### src/rtl/plc_ton_bank.sv
// plc_ton_bank: bank of CH start/stop latches, each with an on-delay timer.
// Optional off-delay behaviour is enabled by defining PLC_TOF_EN. Rev 1.0.
`default_nettype none

module plc_ton_bank #(
  parameter int CH      = 4,
  parameter int TW      = 16,
  parameter int OFF_DLY = 8
) (
  input  logic            clk,
  input  logic            rst,
  input  logic [CH-1:0]   start,
  input  logic [CH-1:0]   stop,
  input  logic            auto_mode,
  input  logic            man_mode,
  input  logic [CH*TW-1:0] preset,
  output logic [CH-1:0]   control,
  output logic [CH-1:0]   q,
  output logic [CH-1:0]   busy,
  output logic            fault
);

  localparam logic [1:0] M_OFF  = 2'b00;
  localparam logic [1:0] M_MAN  = 2'b01;
  localparam logic [1:0] M_AUTO = 2'b10;
  localparam logic [1:0] M_CONF = 2'b11;

`ifdef PLC_TOF_EN
  typedef enum logic [1:0] {IDLE, TIMING, ON, OFFDLY} state_t;
  localparam logic [TW-1:0] OFF_END = TW'(OFF_DLY);
`else
  typedef enum logic [1:0] {IDLE, TIMING, ON} state_t;
`endif

  if (CH < 1 || CH > 16 || TW < 1 || OFF_DLY < 1) begin : g_param_check
    $error("plc_ton_bank: parameter out of range");
  end

  state_t          st  [CH];
  logic [TW-1:0]   cnt [CH];
  logic [TW-1:0]   pre [CH];
  logic [1:0]      mode_q;
  logic [1:0]      mode_now;
  logic            mode_chg;

  // {auto,man} maps directly onto the mode codes above.
  assign mode_now = {auto_mode, man_mode};
  assign mode_chg = (mode_now != mode_q);

  function automatic logic [TW-1:0] sat_inc(input logic [TW-1:0] v);
    return (&v) ? v : v + 1'b1;
  endfunction

  always_ff @(posedge clk) begin
    if (rst) begin
      mode_q  <= M_OFF;
      fault   <= 1'b0;
      control <= '0;
      q       <= '0;
      busy    <= '0;
      for (int i = 0; i < CH; i++) begin
        st[i]  <= IDLE;
        cnt[i] <= '0;
        pre[i] <= '0;
      end
    end else begin
      mode_q <= mode_now;
      fault  <= (mode_now == M_CONF);
      for (int i = 0; i < CH; i++) begin
        if (mode_chg || mode_now == M_OFF || mode_now == M_CONF) begin
          st[i]      <= IDLE;
          cnt[i]     <= '0;
          control[i] <= 1'b0;
          q[i]       <= 1'b0;
          busy[i]    <= 1'b0;
        end else if (mode_now == M_MAN) begin
          st[i]      <= IDLE;
          cnt[i]     <= '0;
          control[i] <= start[i] & ~stop[i];
          q[i]       <= start[i] & ~stop[i];
          busy[i]    <= 1'b0;
        end else begin
          case (st[i])
            IDLE: begin
              cnt[i] <= '0;
              if (start[i] && !stop[i]) begin
                pre[i]     <= preset[i*TW +: TW];
                control[i] <= 1'b1;
                if (preset[i*TW +: TW] == '0) begin
                  st[i]   <= ON;
                  q[i]    <= 1'b1;
                  busy[i] <= 1'b0;
                end else begin
                  st[i]   <= TIMING;
                  q[i]    <= 1'b0;
                  busy[i] <= 1'b1;
                end
              end else begin
                control[i] <= 1'b0;
                q[i]       <= 1'b0;
                busy[i]    <= 1'b0;
              end
            end
            TIMING: begin
              if (stop[i]) begin
                st[i]      <= IDLE;
                cnt[i]     <= '0;
                control[i] <= 1'b0;
                q[i]       <= 1'b0;
                busy[i]    <= 1'b0;
              end else begin
                cnt[i] <= sat_inc(cnt[i]);
                if (sat_inc(cnt[i]) == pre[i]) begin
                  st[i]   <= ON;
                  q[i]    <= 1'b1;
                  busy[i] <= 1'b0;
                end
              end
            end
            ON: begin
              if (stop[i]) begin
                cnt[i]     <= '0;
                control[i] <= 1'b0;
`ifdef PLC_TOF_EN
                // q stays high through the off-delay window.
                st[i]      <= OFFDLY;
                busy[i]    <= 1'b1;
`else
                st[i]      <= IDLE;
                q[i]       <= 1'b0;
                busy[i]    <= 1'b0;
`endif
              end
            end
`ifdef PLC_TOF_EN
            OFFDLY: begin
              if (start[i] && !stop[i]) begin
                st[i]      <= ON;
                cnt[i]     <= pre[i];
                control[i] <= 1'b1;
                busy[i]    <= 1'b0;
              end else begin
                cnt[i] <= sat_inc(cnt[i]);
                if (sat_inc(cnt[i]) == OFF_END) begin
                  st[i]   <= IDLE;
                  cnt[i]  <= '0;
                  q[i]    <= 1'b0;
                  busy[i] <= 1'b0;
                end
              end
            end
`endif
            default: begin
              st[i]      <= IDLE;
              cnt[i]     <= '0;
              control[i] <= 1'b0;
              q[i]       <= 1'b0;
              busy[i]    <= 1'b0;
            end
          endcase
        end
      end
    end
  end

endmodule

`default_nettype wire
### config.mk
export PLATFORM = sky130hd
export DESIGN_NAME = plc_ton_bank
export DESIGN_NICKNAME = d
export VERILOG_FILES = /design/src/rtl/plc_ton_bank.sv
export SDC_FILE = /design/constraint.sdc
export NUM_CORES = 1
export LEC_CHECK = 0
export CAP_MARGIN = 30
export CELL_PAD_IN_SITES_DETAIL_PLACEMENT = 0
export CELL_PAD_IN_SITES_GLOBAL_PLACEMENT = 1
export CORE_MARGIN = 2
export CORE_UTILIZATION = 49
export DETAILED_ROUTE_END_ITERATION = 6
export GPL_TIMING_DRIVEN = 0
export PLACE_DENSITY_LB_ADDON = 0.1
export REMOVE_ABC_BUFFERS = 1
export SYNTH_ARGS = -nofsm -noshare
export SYNTH_HDL_FRONTEND = slang
export SYNTH_SLANG_ARGS = --single-unit
### constraint.sdc
create_clock -name clk -period 4.4 [get_ports clk]
set_input_delay 0.44 -clock clk [delete_from_list [all_inputs] [get_ports clk]]
set_output_delay 0.44 -clock clk [all_outputs]
set_load 0.02 [all_outputs]
==> results of run 1 <==
-- through the flow --
stage / total power [uW] / cells / TNS [ns] / hold WS (ns)
floorplan: 1700 / 887 / 0 / 0.512
global placement: 1810 / 1209 / -31.07 / 0.449
detailed placement: 1820 / 1213 / 0 / 0.455
CTS: 3200 / 1245 / 0 / 0.463
global route: 3280 / 1245 / 0 / 0.500
finish: 3190 / 1245 / 0 / 0.456
-- worst min-delay path: cells and delay by family, from the launching register on --
kind	cells	cell delay [ns]
and+or+nand+nor	1	0.05
muxes	1	0.05
DFF	1	0.30
-- cells by family (layout without fill, tap and decap cells) --
| group | Yosys count | in the layout | synth area share |
|---|---|---|---|
| buffers and inverters | 68 | 152 | 0.0298 |
| AOI/OAI and AO/OA | 146 | 146 | 0.104 |
| DFF | 151 | 151 | 0.466 |
| xor gates and xnor gates | 95 | 95 | 0.0892 |
| muxes | 22 | 22 | 0.0235 |
| adders and majority gates | 20 | 20 | 0.0266 |
| and+or+nand+nor | 425 | 425 | 0.261 |
-- worst min path at each step --
stage,endpoint,slack [ns],startpoint,depth (start not counted)
finish,busy[1],0.46,busy[1],2
CTS,busy[1],0.46,busy[1],2
floorplan,mode_q[0],0.51,rst,1
global route,busy[1],0.50,busy[1],2
global placement,busy[1],0.45,busy[1],2
detailed placement,busy[1],0.46,busy[1],2
-- Yosys cell counts, types with 4 or more instances --
cell | count | area [um2]
and2_1 | 18 | 113
nor2b_1 | 9 | 56.3
a21oi_1 | 33 | 165
nor4_2 | 5 | 62.6
o31ai_1 | 7 | 52.6
nor3_1 | 24 | 120
nand2_1 | 43 | 161
buf_2 | 12 | 60.1
inv_1 | 28 | 105
and3_1 | 57 | 357
or4_1 | 4 | 30.0
nand4_1 | 29 | 181
o22ai_1 | 5 | 31.3
xor2_1 | 34 | 298
mux2i_1 | 21 | 210
nand2b_1 | 13 | 81.3
clkbuf_1 | 25 | 93.8
ha_1 | 20 | 250
nor4_4 | 4 | 85.1
a211oi_1 | 8 | 60.1
nor4_1 | 29 | 181
edfxtp_1 | 136 | 4080
o21ai_1 | 5 | 25.0
a2111oi_0 | 4 | 35.0
o21ai_0 | 31 | 155
o21a_1 | 5 | 37.5
nand3_1 | 42 | 210
or3_1 | 8 | 50.1
nor3b_1 | 4 | 30.0
nand4_2 | 5 | 62.6
nand3b_1 | 6 | 45.0
a32oi_1 | 5 | 43.8
dfxtp_1 | 15 | 300
nor2_1 | 95 | 357
a31oi_1 | 11 | 68.8
and4_1 | 15 | 131
xnor2_1 | 60 | 526
-- power breakdown --
group | internal, uW | switching (uW) | total (uW)
Clock | 780 | 617 | 1400
Combinational | 102 | 85.3 | 187
Sequential | 1580 | 22.2 | 1600
-- per-layer routing --
metal,GRT usage,routed length [um]
met1,0.310,10400
met2,0.353,10200
met3,0.0414,933
met4,0.0803,456
met5,0,0
-- final cells by class --
cell class,instances,area [um2],share of cell area
clock buffers,18,429,0.0389
clock inverters,14,129,0.0117
inverters,28,105,0.00953
multi-input cells,708,4770,0.433
flip-flops and latches,151,4380,0.398
well taps,234,293,0.0266
repair buffers,92,915,0.0829
-- flip-flops by register name, summed over array words and instances, names as in the netlist --
register	cells
q	4
cnt	64
fault	1
mode_q	2
st	8
pre	64
control	4
busy	4
==> metrics, run 1 <==
clock root buffer clkbuf_16; ys flop type edfxtp_1; vias in the first global route 7056; fin util 0.588; worst-path maximum fanout 8; ANT cells 0; # H-tree levels 4; CP endpoint st[1][1]; critical-path cell list ha_1 > nand3_1 > nor4_2 > nor3_2 > mux2i_1 > a2111o_1 > nor4_2 > and4_1 > o21a_1 > or3_1; Hold Fails Final Rpt 0; skew final 0.00977 ns; peak supply drop 0.265 mV; Largest stage delay, worst path 0.50 ns; Slew Limit Fails 0; DRC 0; first-pass iteration count of the detailed router 5; CP Class reg2reg; vias per inst 5.88; crit path DAT 3.71 ns; PwrDens 289 nW/um2; Layout area overhead 17.1%; TritonCTS buffer count 17; worst slack at placement 0.695 ns; most frequent cells in the layout 136 x edfxtp_1, 94 x nor2_1, 88 x clkdlybuf4s50_1; Post-synth EDFFs 136; Clock Sinks 151; Die Width 143 um; Final WS setup 0.824 ns; TritonCTS clock tree done; Slew headroom 0.328; critical path startpoint category flop; Tightest Pin Transition 1.01 ns; largest net degree at the start of global routing 56; DRT iter0 DRCs 509; register area share after synthesis 0.466; Final #Nets 1094; Total GRT Usage 0.224; post-route ant nets 0; Post-CTS Setup Bufs 0; Worst-Skew Late Latency 0.43 ns; Final Critical Period 3.58 ns; Top Ports 89; Syn. warnings 0; Setup violations, final 0; Overflow after GRT 0; final wirelength 22000 um; leakage 0.00386 uW; # fillers 1642; WL/cell 17.6 um; CP bufs+invs 0; final worst-path cycle share 0.813; max cap viols 0; design area 11000 um2; DP Wirelength 16300 um; Mapped Avg Cell Area 10.2 um2; Core ar. 18800 um2; Core Rows 50; Worst path slowest cell edfxtp_1; CTS clk-pin slew, worst paths 0.06 ns; IO buf count 88; placed inst area 10500 um2; worst r2r dst st[1][1]; hold crit path type reg2reg; initial antenna violation count 0; Crit Reg-Reg Startpoint cnt[1][0]; fmax 280 MHz; critical path depth 10; fraction of registers with async set/reset 0; CP most frequent cell nor4_2; gpl congestion 0.882; layout cells sized above 1 0.0702; Netlist cell types 74; hold-fix buffers at CTS 0; first-pass GRT wire length 35700 um; Critical Path End Type flop; Worst Reg-to-Reg Cells 10; die area 20300 um2; total number of vias 7318; # resized after CTS 0; CP required 4.54 ns; r2r setup slk 0.82 ns; most common cell after layout, fill and taps aside edfxtp_1; status finished clean; Synth Instances 927; CP delay by family, top simple AND/OR/NAND/NOR gates; Vert. Die Dim 143 um; RSZ-0062 raised after global routing false; Netlist Area Pre-Place 9410 um2; Longest Clk Path Bufs 2; Critical path origin cnt[1][0]; Seq cells post-synth 151; Initial Utilization 0.502
No activity file was read; power rests on OpenSTA's default activity.
==> inputs of run 2 (changes only) <==
Settings changed: CORE_UTILIZATION 49 to 41.
Clock period 4.4 ns to 3.1 ns, I/O delays scaled along.
==> metrics, run 2 (synthesis results as in run 1) <==
status finished clean; clock root buffer clkbuf_16; fmax 331 MHz (+18%); total number of vias 7717 (+5.5%); worst slack at placement -0.585 ns (-1.28 ns); worst r2r dst st[0][0]; Longest Clk Path Bufs 2 (unchanged); DP Wirelength 17400 um (+6.8%); gpl congestion 0.868 (-1.6%); most frequent cells in the layout 136 x edfxtp_1, 91 x nor2_1, 88 x clkdlybuf4s50_1; Overflow after GRT 0 (unchanged); Largest stage delay, worst path 0.58 ns (+0.08 ns); post-route ant nets 0 (unchanged); Clock Sinks 151 (unchanged); Worst-Skew Late Latency 0.43 ns (about the same); Hold Fails Final Rpt 0 (unchanged); largest registers cnt: 64 flops, pre: 64 flops, st: 8 flops; Vert. Die Dim 156 um (+9.1%); Final #Nets 1172 (+7.1%); ANT cells 0 (unchanged); final wirelength 24600 um (+12%); Final WS setup 0.0817 ns (-0.742 ns); first-pass GRT wire length 38100 um (+6.6%); Top Ports 89 (unchanged); leakage 0.00439 uW (+14%); Final Critical Period 3.02 ns (-0.558 ns); worst-path maximum fanout 6 (-2); r2r setup slk 0.08 ns (-0.74 ns); die area 24200 um2 (+19%); Total GRT Usage 0.199 (-0.0244); layout cells sized above 1 0.179 (+0.109); max cap viols 0 (unchanged); Die Width 156 um (+9.1%); register area 4380 um2 (unchanged); CP most frequent cell nand4_1; hold path start busy[1]; Critical Path End Type flop; skew final 0.0147 ns (+0.00498 ns); largest net degree at the start of global routing 56 (unchanged); critical-path cell list nand4_1 > buf_4 > or4_4 > nand2_1 > xor2_1 > a2111oi_2 > nand4_1 > nor2_1 > or3_1; most common cell after layout, fill and taps aside edfxtp_1; vias in the first global route 7195 (+2.0%); TritonCTS buffer count 17 (unchanged); CP required 3.24 ns (-1.30 ns); Initial Utilization 0.417 (-0.0845); CTS clk-pin slew, worst paths 0.07 ns (about the same); DRC 0 (unchanged); Tightest Pin Transition 1.01 ns (+0.00476 ns); vias per inst 5.62 (-4.4%); Crit Reg-Reg Startpoint cnt[0][9]; Slew headroom 0.326 (-0.00231); multi-input logic area 5120 um2 (+7.3%); CP Class reg2reg; Critical path origin cnt[0][9]; crit path DAT 3.15 ns (-0.56 ns); WL/cell 18.0 um (+1.8%); # fillers 2048 (+25%); initial antenna violation count 0 (unchanged); # H-tree levels 4 (unchanged); Core ar. 22600 um2 (+20%); CP endpoint st[0][0]; PwrDens 391 nW/um2 (+35%); Layout area overhead 28.2%; Worst Reg-to-Reg Cells 9 (-1); Setup TNS Final 0 ns (unchanged); hold crit path type reg2reg; Setup violations, final 0 (unchanged); Core Rows 55 (+10%); critical path startpoint category flop; DRT iter0 DRCs 486 (-4.5%); first-pass iteration count of the detailed router 5 (unchanged); final worst-path cycle share 0.974 (+0.161); Slew Limit Fails 0 (unchanged); Worst path slowest cell or4_4; IO buf count 88 (unchanged); TritonCTS clock tree done; peak supply drop 0.439 mV (+66%)
run 2: cell types whose count changed in the layout (fill, tap and decap cells not counted), sizes merged:
| cell | before | now |
|---|---|---|
| nor2 | 95 | 96 |
| bufinv | 1 | 3 |
| inv | 30 | 31 |
| buf | 4 | 81 |
| clkinvlp | 4 | 5 |
| clkinv | 7 | 2 |
run 2: layer usage:
metal / share of wire / GRT usage
met4: 0.011 / 0.0524
met1: 0.47 / 0.278
met3: 0.037 / 0.0306
met2: 0.49 / 0.325
met5: 0 / 0
run 2: worst min path at each step:
stage                end  slack [ns]  cells after the start
3_3_place_gp     busy[1]        0.46                      2
5_1_grt          busy[1]        0.48                      2
6_report         busy[1]        0.47                      2
4_1_cts          busy[1]        0.47                      2
3_5_place_dp     busy[1]        0.46                      2
2_1_floorplan  mode_q[0]        0.38                      1
run 2: cell type report:
| cell class | count | share of cell area |
|---|---|---|
| multi-input combinational | 709 | 0.424 |
| sequential | 151 | 0.363 |
| timing repair buffer | 169 | 0.124 |
| clock buffer | 18 | 0.0356 |
| tap | 285 | 0.0295 |
| clock inverter | 13 | 0.0144 |
| inverter | 28 | 0.00871 |
run 2: power by group:
part / leakage [uW] / total [uW] / switching (uW) / internal [uW]
Sequential: 0.00166 / 2270 / 32.5 / 2240
Clock: 0.000277 / 2170 / 892 / 1270
Combinational: 0.00246 / 278 / 130 / 149
Total: 0.00439 / 4720 / 1050 / 3660
run 2: stage by stage:
stage | hold slack [ns] | instance area (um2) | std cells | power [uW] | utilization
2_1_floorplan | 0.382 | 9240 | 887 | 2420 | -
3_3_place_gp | 0.458 | 10500 | 1260 | 2580 | 0.464
3_5_place_dp | 0.457 | 10500 | 1265 | 2590 | 0.467
4_1_cts | 0.467 | 11400 | 1312 | 4750 | 0.505
5_1_grt | 0.482 | 12100 | 1373 | 4870 | 0.535
6_report | 0.473 | 12100 | 1373 | 4720 | 0.535
run 2: timing repair:
item | 4_1_cts | 5_1_grt
cloned | 0 | 1
endpoints found under the setup margin | 56 | 53
setup buffers | 16 | 60
pin swaps | 7 | 25
resized for setup | 26 | 43
hold endpoints to repair | 0 | 0
hold buffers | 0 | 0
run 2: worst max-delay path, delay by kind of cell, from the launching register on:
| kind | cells | cell delay, ns |
|---|---|---|
| AND/OR/NAND/NOR | 6 | 1.54 |
| XOR/XNOR | 1 | 0.10 |
| buffers and inverters | 1 | 0.20 |
| flip-flops | 1 | 0.47 |
| AO/OA/AOI/OAI | 1 | 0.42 |
